File: src/rtl/rr_merge_ctrl.sv
// Round-robin merge controller: arbitrates N rdy/ack requesters onto one
// registered rdy/ack destination stage, driving an external N:1 mux and load enable.
module rr_merge_ctrl #(
  parameter  int unsigned N  = 4,
  localparam int unsigned IW = (N > 1) ? $clog2(N) : 1
) (
  input  logic          i_clk,
  input  logic          i_rst,
  input  logic [N-1:0]  src_rdys,
  output logic [N-1:0]  src_acks,
  output logic          dst_rdy,
  input  logic          dst_ack,
  output logic          o_load,
  output logic [N-1:0]  o_sel,
  output logic [IW-1:0] o_dst_id
);

  logic [IW-1:0] prio_r;
  logic [IW-1:0] prio_nxt;
  logic [IW-1:0] grant_idx;
  logic [N-1:0]  grant;
  logic          grant_found;
  logic          can_load;
  int unsigned   scan;

  // Rotating priority scan starting at prio_r; depends only on src_rdys and prio_r.
  always_comb begin
    grant_found = 1'b0;
    grant_idx   = '0;
    grant       = '0;
    scan        = 0;
    for (int unsigned k = 0; k < N; k++) begin
      scan = (32'(prio_r) + k) % N;
      if (!grant_found && src_rdys[IW'(scan)]) begin
        grant_found = 1'b1;
        grant_idx   = IW'(scan);
      end
    end
    if (grant_found) grant[grant_idx] = 1'b1;
  end

  // Pointer moves one past the winner, wrapping N-1 -> 0.
  always_comb begin
    prio_nxt = '0;
    if (32'(grant_idx) != N - 1) prio_nxt = IW'(32'(grant_idx) + 1);
  end

  // Reset gating keeps requesters from being acked while the stage is held in reset.
  assign can_load = !dst_rdy || dst_ack;
  assign src_acks = (i_rst && can_load) ? grant : '0;
  assign o_sel    = src_acks;
  assign o_load   = |src_acks;

  always_ff @(posedge i_clk or negedge i_rst) begin
    if (!i_rst) begin
      dst_rdy  <= 1'b0;
      o_dst_id <= '0;
      prio_r   <= '0;
    end else begin
      dst_rdy <= o_load || (dst_rdy && !dst_ack);
      if (o_load) begin
        o_dst_id <= grant_idx;
        prio_r   <= prio_nxt;
      end
    end
  end

endmodule

File: config.mk
export PLATFORM = sky130hd
export DESIGN_NAME = rr_merge_ctrl
export DESIGN_NICKNAME = d
export VERILOG_FILES = /design/src/rtl/rr_merge_ctrl.sv
export SDC_FILE = /design/constraint.sdc
export NUM_CORES = 1
export LEC_CHECK = 0
export CAP_MARGIN = 5
export CORE_AREA = 2 2 39 41
export CTS_CLUSTER_DIAMETER = 50
export DETAILED_ROUTE_END_ITERATION = 10
export DIE_AREA = 0 0 41 43
export PLACE_DENSITY = 0.73
export SLEW_MARGIN = 20
export SYNTH_ARGS = -nofsm -noshare
export SYNTH_HDL_FRONTEND = slang
export SYNTH_SLANG_ARGS = --single-unit
File: constraint.sdc
create_clock -name i_clk -period 4.3 [get_ports i_clk]
set_clock_uncertainty 0.15 [all_clocks]
set_input_delay 0.86 -clock i_clk [delete_from_list [all_inputs] [get_ports i_clk]]
set_output_delay 0.86 -clock i_clk [all_outputs]
set_load 0.02 [all_outputs]
==> out/results.ini <==
[clock_tree]
post_cts_buffers = 0
cts.sinks = 5
cts_tree = yes
clock_latency_ns = 0.24
cts_root_buf = clkbuf_4
clk_pin_slew_ns = 0.05
cts_buffers = 3
clockBufferDepth = 2
cts_hold_buf = 0
cts.htree.levels = 1

[route]
drt_first_iter_violations = 7
wire_per_inst_um = 10.4
num_vias = 392
drc = 0
dr_wl_met3_um = 51
ant_nets = 0
routed_via_density = 4.61
dr.pass1.iters = 3
highest_layer = met3
totalWireLength_um = 886
wirelength_met1_um = 403
met2_length_um = 431

[floorplan]
core_um2 = 1380
die_area_um2 = 1760
die_h_um = 43
io-pin-count = 19
die_w_um = 41
num_rows = 14
initial_core_util_pct = 30.4

[final_layout]
nNetsFinal = 81
drive_above_1_share_pct = 23.2
final_common_cell = clkdlybuf4s50_1
area_growth_pct = 56.3
n_antenna_cell = 0
design_area_um2 = 657
fill_cells = 142
final_cell_mix = 17 x clkdlybuf4s50_1, 6 x buf_4, 5 x nand2_1, 5 x dfrtp_1, 4 x ha_1

[logic_synthesis]
ys_seq_area_share_pct = 29.8
synth_top_area_share_pct = 29.8
yosysTopAreaCell = dfrtp_1
synth_area_um2 = 420
syn-instance-count = 45
ys_ff_latch = 5
syn_nets = 56
synth_area_leaders = dfrtp_1 30%, ha_1 12%, buf_4 7.1%, nand4b_4 5.7%, and2_1 4.5%
ys_types = 21
ys_warn_count = 0
syn_avg_cell_area_um2 = 9.34

[setup_path]
rr_worst_depth = 9
cp-start-kind = primary input
critPathRequiredTime_ns = 3.29
cp_max_fo = 3
path_class = primary input to output pin
critPathArrivalTime_ns = 3.03
endpoint_kind = output pin

[sta]
maxSlewHeadroom_pct = 73.1
rsz0062_at_grt = false
finalSetupViolCount = 0
fin_ws_ns = 0.263
fin_crit_sh_pct = 93.9
hold_viol = 0
tightest_slew_ns = 0.400
slew_violations = 0
min_period_ns = 4.04
clock.fmax_mhz = 248

[placed_design]
place_ws_ns = -0.116
dp_hpwl_um = 763
dpl_cell_area_um2 = 636
place.gp.congestion = 0.748
io_buffers = 18

[global_routing]
grtUsageTotal_pct = 12.4
grt_max_degree = 8
grt_pass1_vias = 378
grt_pass1_wl_um = 1510
gr-total-overflow = 0
antenna_found_initial = 0

[min_path]
min_path_cells = 2
hp-class = flop to flop

[power]
ir_drop_v = 0.000304
p_leak_nw = 0.311
pwr_density_cell_nw_per_um2 = 602

[flow_run]
cap_violations = 0

[outcome]
status = finished clean

## where the power goes
part,total [W],switching [W],internal [W]
sequential,0.0000876,0.0000175,0.0000701
combinational,0.000254,0.000125,0.000130
clock,0.0000535,0.0000184,0.0000350
## metal layers
layer / vias to the layer above / global-route usage (%)
met2: 10 / 19.4
li1: 196 / -
met4: 0 / 2.00
met5: - / 0
met3: 0 / 4.71
met1: 186 / 16.2
## Yosys cell counts
| library cell | number |
|---|---|
| o31ai_1 | 1 |
| nand2b_1 | 3 |
| nand4b_4 | 1 |
| inv_4 | 1 |
| ha_1 | 4 |
| buf_4 | 4 |
| a211oi_2 | 1 |
| o32a_1 | 1 |
| a21oi_1 | 2 |
| a21o_1 | 1 |
| nor2_1 | 2 |
| and2_2 | 1 |
| dfrtp_1 | 5 |
| or4_4 | 1 |
| inv_1 | 3 |
| nor4_1 | 1 |
| o21ai_0 | 2 |
| and2_1 | 3 |
| mux2_4 | 1 |
| nor2b_1 | 2 |
| nand2_1 | 5 |
## per-stage QoR
step | total power, W | setup TNS [ns] | hold WS, ns | instances | util, %
floorplan | 0.000243 | 0 | 0.313 | 45 | -
global placement | 0.000343 | -0.104 | 0.339 | 81 | 45.9
detailed placement | 0.000349 | -0.116 | 0.339 | 81 | 45.9
CTS | 0.000401 | 0 | 0.362 | 85 | 47.7
global route | 0.000429 | 0 | 0.398 | 85 | 47.5
finish | 0.000395 | 0 | 0.357 | 85 | 47.5
## final timing paths
| kind | startpoint | to | slack [ns] |
|---|---|---|---|
| max | src_rdys[2] | o_load | 0.26 |
| min | o_dst_id[0]$_DFFE_PN0P_ | o_dst_id[0]$_DFFE_PN0P_ | 0.36 |
| max reg2reg | prio_r[0]$_DFFE_PN0P_ | o_dst_id[1]$_DFFE_PN0P_ | 1.85 |
| min reg2reg | o_dst_id[0]$_DFFE_PN0P_ | o_dst_id[0]$_DFFE_PN0P_ | 0.36 |
| max in group asynchronous | i_rst | o_dst_id[1]$_DFFE_PN0P_ | 3.00 |
| min in group asynchronous | i_rst | o_dst_id[0]$_DFFE_PN0P_ | 0.74 |
## critical path, stage by stage
cell and delay (ns):
clkdlybuf4s50_1 0.43, nor2b_1 0.16, a21o_1 0.16, a211oi_2 0.25
inv_1 0.11, ha_1 0.20, or4_4 0.55, nand4b_4 0.13
inv_4 0.04, clkbuf_2 0.15
## layout make-up
class | count | area, um2 | share of cell area [%]
Timing Repair Buffer | 24 | 220 | 33.5
Sequential cell | 5 | 125 | 19.0
Inverter | 4 | 17.5 | 2.67
Multi-Input combinational cell | 32 | 248 | 37.7
Tap cell | 16 | 20.0 | 3.05
Clock buffer | 4 | 26.3 | 4.00
## what timing repair did
action | CTS | global route
pin swaps | 0 | 1
setup endpoints to repair | 1 | 1
gates resized for setup | 1 | 2
## registers in the layout (all words and copies together), names as in the netlist
| name | count |
|---|---|
| prio_r | 2 |
| dst_rdy | 1 |
| o_dst_id | 2 |
## kinds of logic (layout without fill, tap and decap cells)
logic type	count (synthesis)	count (layout)	synth area share, %
AOI/OAI and AO/OA	8	8	13.7
adders and majority gates	4	4	11.9
buffers and inverters	8	32	11.3
DFF	5	5	29.8
muxes	1	1	3.57
and+or+nand+nor	19	19	29.8
Power figures use the tool's default switching activity.
